--- src/rtl/nucl_pkg.sv ---
// Purpose: shared nucleotide encoding, ASCII codes and serializer state encoding.
// Latency: n/a (declarations only).
// Backpressure: n/a (declarations only).
//
// Contents: NUCL_W and the default packed word width, 2-bit nucleotide codes,
// their ASCII characters, the serializer state enum and a character beat struct.
package nucl_pkg;

  localparam int NUCL_W     = 2;
  localparam int WORD_W_DEF = 32;

  // 2-bit nucleotide codes as produced by the PE array.
  localparam logic [NUCL_W-1:0] NUCL_A = 2'b00;
  localparam logic [NUCL_W-1:0] NUCL_C = 2'b01;
  localparam logic [NUCL_W-1:0] NUCL_G = 2'b10;
  localparam logic [NUCL_W-1:0] NUCL_T = 2'b11;

  // ASCII characters emitted for each code.
  localparam logic [7:0] ASCII_A = 8'h41;
  localparam logic [7:0] ASCII_C = 8'h43;
  localparam logic [7:0] ASCII_G = 8'h47;
  localparam logic [7:0] ASCII_T = 8'h54;

  // Serializer control states.
  typedef enum logic [1:0] {
    ST_IDLE = 2'd0,
    ST_FILL = 2'd1,
    ST_EMIT = 2'd2
  } state_t;

  // One output character beat on the stream side.
  typedef struct packed {
    logic [7:0] ch;
    logic       last;
  } char_beat_t;

endpackage

--- src/rtl/nucl_to_ascii.sv ---
// Purpose: decode one 2-bit nucleotide code into its ASCII character.
// Latency: purely combinational, zero cycles.
// Backpressure: none; no handshake involved.
//
// Ports:
//   nucl   in  2  nucleotide code (A=00, C=01, G=10, T=11)
//   ascii  out 8  ASCII character for the code
module nucl_to_ascii
  import nucl_pkg::*;
(
  input  logic [NUCL_W-1:0] nucl,
  output logic [7:0]        ascii
);

  always_comb begin
    ascii = ASCII_A;
    unique case (nucl)
      NUCL_A:  ascii = ASCII_A;
      NUCL_C:  ascii = ASCII_C;
      NUCL_G:  ascii = ASCII_G;
      NUCL_T:  ascii = ASCII_T;
      default: ascii = ASCII_A;
    endcase
  end

endmodule

--- src/rtl/nucl_serializer.sv ---
// Purpose: unpack 32-bit words of 16 packed nucleotides into one ASCII char per cycle.
// Latency: word accepted at cycle t -> first char valid at t+1; 1 char/cycle sustained.
// Backpressure: out_ready low holds char/last/buffer; in_ready only when a word is needed.
//
// Ports:
//   clk, reset           clock (rising edge) and asynchronous active-high reset
//   start, seq_len       sequence start pulse (IDLE only) and nucleotide count
//   busy, done           not-IDLE flag and one-cycle completion pulse
//   in_valid/in_ready/in_data      packed word stream, nucleotide 0 in the MSBs
//   out_valid/out_ready/out_char/out_last   ASCII character stream
module nucl_serializer
  import nucl_pkg::*;
#(
  parameter int WORD_W = WORD_W_DEF,
  parameter int LEN_W  = 16
)(
  input  logic              clk,
  input  logic              reset,
  input  logic              start,
  input  logic [LEN_W-1:0]  seq_len,
  output logic              busy,
  input  logic              in_valid,
  input  logic [WORD_W-1:0] in_data,
  output logic              in_ready,
  output logic              out_valid,
  output logic [7:0]        out_char,
  output logic              out_last,
  input  logic              out_ready,
  output logic              done
);

  localparam int NUCL_PER_WORD = WORD_W / NUCL_W;
  localparam int IDX_W = (NUCL_PER_WORD > 1) ? $clog2(NUCL_PER_WORD) : 1;
  localparam logic [IDX_W-1:0] IDX_LAST = IDX_W'(NUCL_PER_WORD - 1);
  localparam logic [LEN_W-1:0] LEN_ONE  = LEN_W'(1);

  state_t            state_q;
  state_t            state_d;
  logic [WORD_W-1:0] shreg_q;   // current word, head nucleotide in the MSBs
  logic [IDX_W-1:0]  idx_q;     // position of the head nucleotide within the word
  logic [LEN_W-1:0]  left_q;    // characters still to emit, including the head
  logic              done_q;

  logic              start_go;
  logic              start_zero;
  logic              last_char;
  logic              word_end;
  logic              in_hs;
  logic              out_hs;
  logic [7:0]        head_char;
  char_beat_t        beat;

  nucl_to_ascii u_dec (
    .nucl  (shreg_q[WORD_W-1 -: NUCL_W]),
    .ascii (head_char)
  );

  // Shared decode of the control conditions.
  always_comb begin
    start_go   = (state_q == ST_IDLE) && start && (seq_len != '0);
    start_zero = (state_q == ST_IDLE) && start && (seq_len == '0);
    last_char  = (left_q == LEN_ONE);
    // Head is the final nucleotide of the word and more characters follow it,
    // so a fresh word is needed as soon as this one is consumed.
    word_end   = (idx_q == IDX_LAST) && (left_q > LEN_ONE);
  end

  // State register.
  always_ff @(posedge clk or posedge reset) begin
    if (reset) begin
      state_q <= ST_IDLE;
    end else begin
      state_q <= state_d;
    end
  end

  // Next-state logic.
  always_comb begin
    state_d = state_q;
    unique case (state_q)
      ST_IDLE: begin
        if (start_go) begin
          state_d = ST_FILL;
        end
      end
      ST_FILL: begin
        if (in_hs) begin
          state_d = ST_EMIT;
        end
      end
      ST_EMIT: begin
        if (out_hs) begin
          if (last_char) begin
            state_d = ST_IDLE;
          end else if (idx_q == IDX_LAST) begin
            // Zero-bubble turnover when the next word is already offered.
            state_d = in_hs ? ST_EMIT : ST_FILL;
          end
        end
      end
      default: state_d = ST_IDLE;
    endcase
  end

  // Output logic. Character outputs are forced to zero outside EMIT so the
  // stream is quiet whenever nothing is valid.
  always_comb begin
    busy      = (state_q != ST_IDLE);
    out_valid = (state_q == ST_EMIT);
    beat.ch   = out_valid ? head_char : 8'h00;
    beat.last = out_valid && last_char;
    out_char  = beat.ch;
    out_last  = beat.last;
    // In EMIT the request for the next word rides on the same cycle as the
    // handshake that consumes the last nucleotide of the current word.
    in_ready  = (state_q == ST_FILL) ||
                ((state_q == ST_EMIT) && out_ready && word_end);
    done      = done_q;
  end

  assign in_hs  = in_valid && in_ready;
  assign out_hs = out_valid && out_ready;

  // Datapath: shift buffer, nucleotide index, remaining count, done pulse.
  always_ff @(posedge clk or posedge reset) begin
    if (reset) begin
      shreg_q <= '0;
      idx_q   <= '0;
      left_q  <= '0;
      done_q  <= 1'b0;
    end else begin
      done_q <= start_zero || (out_hs && last_char);

      if (start_go) begin
        left_q <= seq_len;
      end else if (out_hs) begin
        left_q <= left_q - 1'b1;
      end

      // A word load always wins over the shift: on turnover the shift would
      // only move out nucleotides of the word being replaced.
      if (in_hs) begin
        shreg_q <= in_data;
        idx_q   <= '0;
      end else if (out_hs) begin
        shreg_q <= {shreg_q[WORD_W-NUCL_W-1:0], {NUCL_W{1'b0}}};
        idx_q   <= idx_q + 1'b1;
      end
    end
  end

endmodule

--- config.mk ---
export PLATFORM = sky130hd
export DESIGN_NAME = nucl_serializer
export DESIGN_NICKNAME = d
export VERILOG_FILES = /design/src/rtl/nucl_pkg.sv /design/src/rtl/nucl_to_ascii.sv /design/src/rtl/nucl_serializer.sv
export SDC_FILE = /design/constraint.sdc
export NUM_CORES = 1
export LEC_CHECK = 0
export ABC_AREA = 1
export CORE_MARGIN = 2
export CORE_UTILIZATION = 35
export CTS_CLUSTER_DIAMETER = 100
export DETAILED_ROUTE_END_ITERATION = 7
export PLACE_DENSITY = 0.54
export SYNTH_ARGS = -nofsm -noshare
export SYNTH_HDL_FRONTEND = slang
export SYNTH_SLANG_ARGS = --single-unit
export TNS_END_PERCENT = 1
--- constraint.sdc ---
create_clock -name clk -period 2.1 [get_ports clk]
set_input_delay 0.525 -clock clk [delete_from_list [all_inputs] [get_ports clk]]
set_output_delay 0.525 -clock clk [all_outputs]
set_load 0.01 [all_outputs]
* Yosys cells after proc, flatten, opt, wreduce, memory -nomap -nowiden *
Cells that the tools add are included.

storage, ports and cells
  register bits after elaboration = 55
  bits in latches = 0
  bits in writable memories = 0
  ROM bits = 0
  input bits = 53
  logic and storage cells = 53
  memories = 0

cells by class
  $add $sub $neg = 2
  $mul = 0
  divide/modulo/power cells = 0
  $lt $le $gt $ge = 1
  eq/ne operators = 11
  shift-type cells = 0
  muxes and demuxes = 15
  bitwise logic cells = 0
  reductions and logical operators = 19

operator list
  cell                     count
  $mux W32                 2
  $mux W16                 2
  $pmux W8 S4              1
  $eq A16 B1 Y1 const B    1
  $gt A16 B1 Y1 const B    1
  $logic_not A16 Y1        1
  $reduce_bool A16 Y1      1
  $sub A16 B1 Y16 const B  1
  $mux W2                  6
  $logic_and A1 B1 Y1      9
  $mux W4                  2
  $mux W8                  1
  $eq A2 B2 Y1 const B     3
  $pmux W2 S3              1
  $reduce_bool A2 Y1       3
  $add A4 B1 Y4 const B    1
  $eq A2 B1 Y1 const B     2
  $eq A4 B4 Y1 const B     1
  $logic_not A2 Y1         2
  $ne A2 B2 Y1 const B     2
  $reduce_and A4 Y1        1
  $ne A3 B1 Y1 const B     1
  $logic_or A1 B1 Y1       2
  $ne A2 B1 Y1 const B     1

* Longest topological paths before layout *
  depth in word-level cells = 10
  mapped depth = 12
  depth with buffers taken out = 11

* By module *
Synthesis repeated with hierarchy kept, for this count alone.

unflattened totals
  cell total of the unflattened synthesis = 440
  area, all modules = 3248.1 µm²

by module, submodules not included
  module           instances  cells an instance  area an instance (µm²)  sequential area each (µm²)
  nucl_serializer  1          425                3150.5                  1376.3
  nucl_to_ascii    1          15                 97.6                    0.0

* Worst setup path after synthesis *
OpenSTA, ideal clock, no wires.

  kind = reg2out
  start = register left_q[0]
  end = output port in_ready
  data arrival time = 1.141 ns
  data required time = 1.575 ns
  setup slack = 0.434 ns
  cell stages (with the launch flop) = 8
  buffers on the path = 0
  cell sequence = dfrtp_1 -> inv_1 -> ha_1 -> nand2_1 -> nor2_1 -> nand2_1 -> nand3_2 -> nand2_2

on the way
  longest elaborated chain between the ends = 4

RTL lines
  item                    RTL line                RTL
  from (decl)             nucl_serializer.sv:41   logic [LEN_W-1:0] left_q;
  from (signal assigned)  nucl_serializer.sv:135  left_q <= seq_len;
  from (signal assigned)  nucl_serializer.sv:137  left_q <= left_q - 1'b1;
  $gt A16 B1 Y1           nucl_serializer.sv:65   word_end = (idx_q == IDX_LAST) && (left_q > LEN_ONE);
  $logic_and A1 B1 Y1     nucl_serializer.sv:65
  $logic_and A1 B1 Y1     nucl_serializer.sv:117  ((state_q == ST_EMIT) && out_ready && word_end);
  $logic_or A1 B1 Y1      nucl_serializer.sv:116  in_ready = (state_q == ST_FILL) ||
  to (decl)               nucl_serializer.sv:24   output logic in_ready,

Every way passes these cells.

* Final worst setup path *
  start = input port out_ready
  end = output port in_ready

on the way
  longest elaborated chain between the ends = 3

RTL lines
  item                               RTL line                RTL
  from (decl)                        nucl_serializer.sv:28   input logic out_ready,
  $logic_and A1 B1 Y1 (2 in series)  nucl_serializer.sv:117
  $logic_or A1 B1 Y1                 nucl_serializer.sv:116

Every way passes these cells.

==> key figures <==
Cells and area
  • Commonest cells after routing, fill and taps aside: nand2_1 (176), inv_1 (69), dfrtp_1 (55), clkdlybuf4s50_1 (53), nand3_1 (46)
  • Nets: 634
  • Finished Cell Area: 0.00455 sq mm
  • Non-Filler Instances: 705
  • Layout cells sized above 1: 14.6%
  • Core Util, Final: 49.3%
  • Commonest non-fill, non-tap cell in the layout: nand2_1
  • Area grow syn2layout: 35.9%
  • # diodes: 0

Global routing
  • Largest net degree at the start of global routing: 47
  • Total gr overflow: 0
  • First-pass GRT wire length: 13300 um
  • Vias in the first global route: 3007
  • Global router's overall resource usage: 15.9%
  • Antenna violations before repair: 0

Run
  • Max cap viols: 0

STA
  • Final hold vios: 0
  • Crit share post-route: 96.1%
  • Hold_ws: 445 ps
  • Setup Skew: 10.7 ps
  • Final setup violating endpoints: 0
  • Achievable Freq: 0.496 GHz
  • Crit path time final: 2020 ps
  • RSZ-0062 raised after global routing: false
  • Fin. max-slew vios: 0

Routing
  • DRT iter0 DRCs: 90
  • DR vias: 3110
  • Routed WL per cell: 10.8 um
  • Post-route ant nets: 0
  • DRC viols: 0
  • Vias per cell: 4.41
  • Wirelength, routed: 7650 um
  • Initial DRT Pass Iterations: 4

Power
  • Leakage power: 2.39 nW
  • Logic gate share of total power: 52.3%
  • Seq pwr share: 34.4%
  • Internal power: 0.00324 W
  • Pwr Total: 0.00543 W
  • P_sw: 0.00219 W
  • Peak supply drop: 0.361 mV
  • Clock share of power: 13.3%
  • Sw Ratio: 40.4%
  • Power Dens Cells: 1190 mW/mm^2

Worst setup path
  • CP max stage cell: clkdlybuf4s50_1
  • Critical path startpoint category: input pin
  • CP Cell Sequence: clkdlybuf4s50_1 -> nand2_4 -> nor2_4 -> nand3_2 -> nand2_2 -> clkbuf_2
  • Max Fanout on Critical Path: 2
  • Crit path buffers/inverters: 2
  • WS Path Type: in2out
  • Arrival time worst endpoint: 1490 ps
  • CP max stage delay: 520 ps
  • CP Capture Type: output port
  • WP data required: 1570 ps
  • CP delay by family, top: buffers and inverters

Placed design
  • Placed Area: 0.00438 sq mm
  • RePlAce Congestion: 0.831
  • DPL Wire Length: 5580 um
  • PortBufs: 62
  • Placed cells: 693

Clock tree
  • Clk buf depth: 2
  • # clock sinks: 55
  • TritonCTS clock tree: done
  • Worst skew pair latency: 310 ps
  • Clk slew on worst S/H paths: 110 ps
  • H-tree depth: 2
  • Cts bufs inserted: 5
  • Root buffer cell: clkbuf_8
  • CTS Hold Bufs: 0

Synthesis
  • Yosys reg bits: 55
  • Yosys top cell area share: 41.1%
  • Synth Cell Area: 0.00335 sq mm
  • Post-synthesis cell type count: 34
  • Mapped Cells: 474
  • Mean post-synth cell area: 7.06 sq um
  • Leading area contributor after synthesis: dfrtp_1
  • Post-synthesis sequential area ratio: 41.1%
  • Synth Warn #: 0
  • Synth area leaders: dfrtp_1 (41%), nand2_1 (20%), inv_1 (8.1%)

Outcome
  • Status: finished, final reports clean

Hold path
  • Worst Hold Class: in2async

Floorplanning
  • Die footprint: 0.0104 sq mm
  • Core region area: 0.00924 sq mm
  • Die span in x: 102 um
  • # rows: 35
  • Starting Density: 36.2%
  • Die span in y: 102 um
  • Number of I/O pins: 66
-- per-layer routing --
metal / share of wire, % / up-vias / track usage, %
met1: 48 / 1409 / 20.7
li1: - / 1631 / -
met4: 0.82 / 0 / 3.85
met2: 47 / 65 / 27.5
met5: 0 / - / 0
met3: 4.1 / 5 / 2.42
-- power groups by stage --
stage          Clock, W  Sequential (W)  Combinational [W]
2_1_floorplan         0         0.00185            0.00185
5_1_grt        0.000776         0.00194            0.00326
3_5_place_dp          0         0.00188            0.00279
3_3_place_gp          0         0.00187            0.00275
6_report       0.000722         0.00187            0.00284
4_1_cts        0.000748         0.00186            0.00282
-- kinds of logic after synthesis --
group	synth area share (%)
simple gates	34.9
buf+inv	12.6
flops	41.1
compound gates	4.90
xor+xnor	4.19
fa+ha+maj	2.24
other cells	0.112
-- timing repair --
action | CTS | global route
pin swaps | 1 | 1
setup buffers | 3 | 1
setup endpoints to repair | 6 | 36
resized for setup | 8 | 17
-- stage by stage --
stage,TNS (ps),setup slack [ps]
after floorplan,0,232
after global routing,0,4.67
after global placement,-9560,-309
after detailed placement,-10830,-312
final,0,82.9
after CTS,-201,-129
-- state kept, by name, indices dropped and copies added, names as in the netlist --
name and cells:
shreg_q 32, left_q 16, idx_q 4, state_q 2, done 1
-- worst register-to-register path, delay by kind of cell, from the launching register on --
kind | cells | cell delay [ps]
DFF | 1 | 420
and+or+nand+nor | 4 | 330
buffers and inverters | 5 | 860
xor gates and xnor gates | 1 | 150
-- synth_stat cells --
cell type / n
o221ai_1: 1
nor2_2: 4
a21oi_1: 3
o22ai_1: 1
buf_2: 1
o211ai_1: 11
nand3_2: 1
clkinv_1: 2
xnor2_1: 7
nand2_1: 178
o32ai_1: 1
nor2_1: 37
a21oi_4: 1
inv_4: 1
a21oi_2: 1
buf_6: 6
nand4_1: 1
ha_1: 6
clkbuf_1: 7
inv_1: 72
xor2_1: 9
nand2_4: 3
o21ai_0: 2
nor3_1: 4
nor2_4: 1
conb_1: 1
buf_4: 4
inv_2: 1
or2_2: 1
nand2_2: 3
nand3_1: 46
buf_1: 1
dfrtp_1: 55
o21bai_1: 1
-- cell type report --
class | count | area (sq um)
inverters | 76 | 288
well taps | 129 | 161
clock inverters | 3 | 43.8
repair buffers | 111 | 1020
multi-input cells | 326 | 1590
flip-flops and latches | 55 | 1380
clock buffers | 5 | 68.8
fillers | 936 | 4690
-- final timing paths --
kind                             from          end  slack, ps  cells after the start
max in group asynchronous       reset  shreg_q[29]       1130                      3
min in group clk           shreg_q[0]   shreg_q[0]        510                      2
setup / recovery            out_ready     in_ready         80                      6
hold reg to reg            shreg_q[0]   shreg_q[0]        510                      2
hold / removal                  reset   shreg_q[9]        450                      2
setup reg to reg           state_q[0]     idx_q[3]        240                     10
No activity file was read; power rests on OpenSTA's default activity.
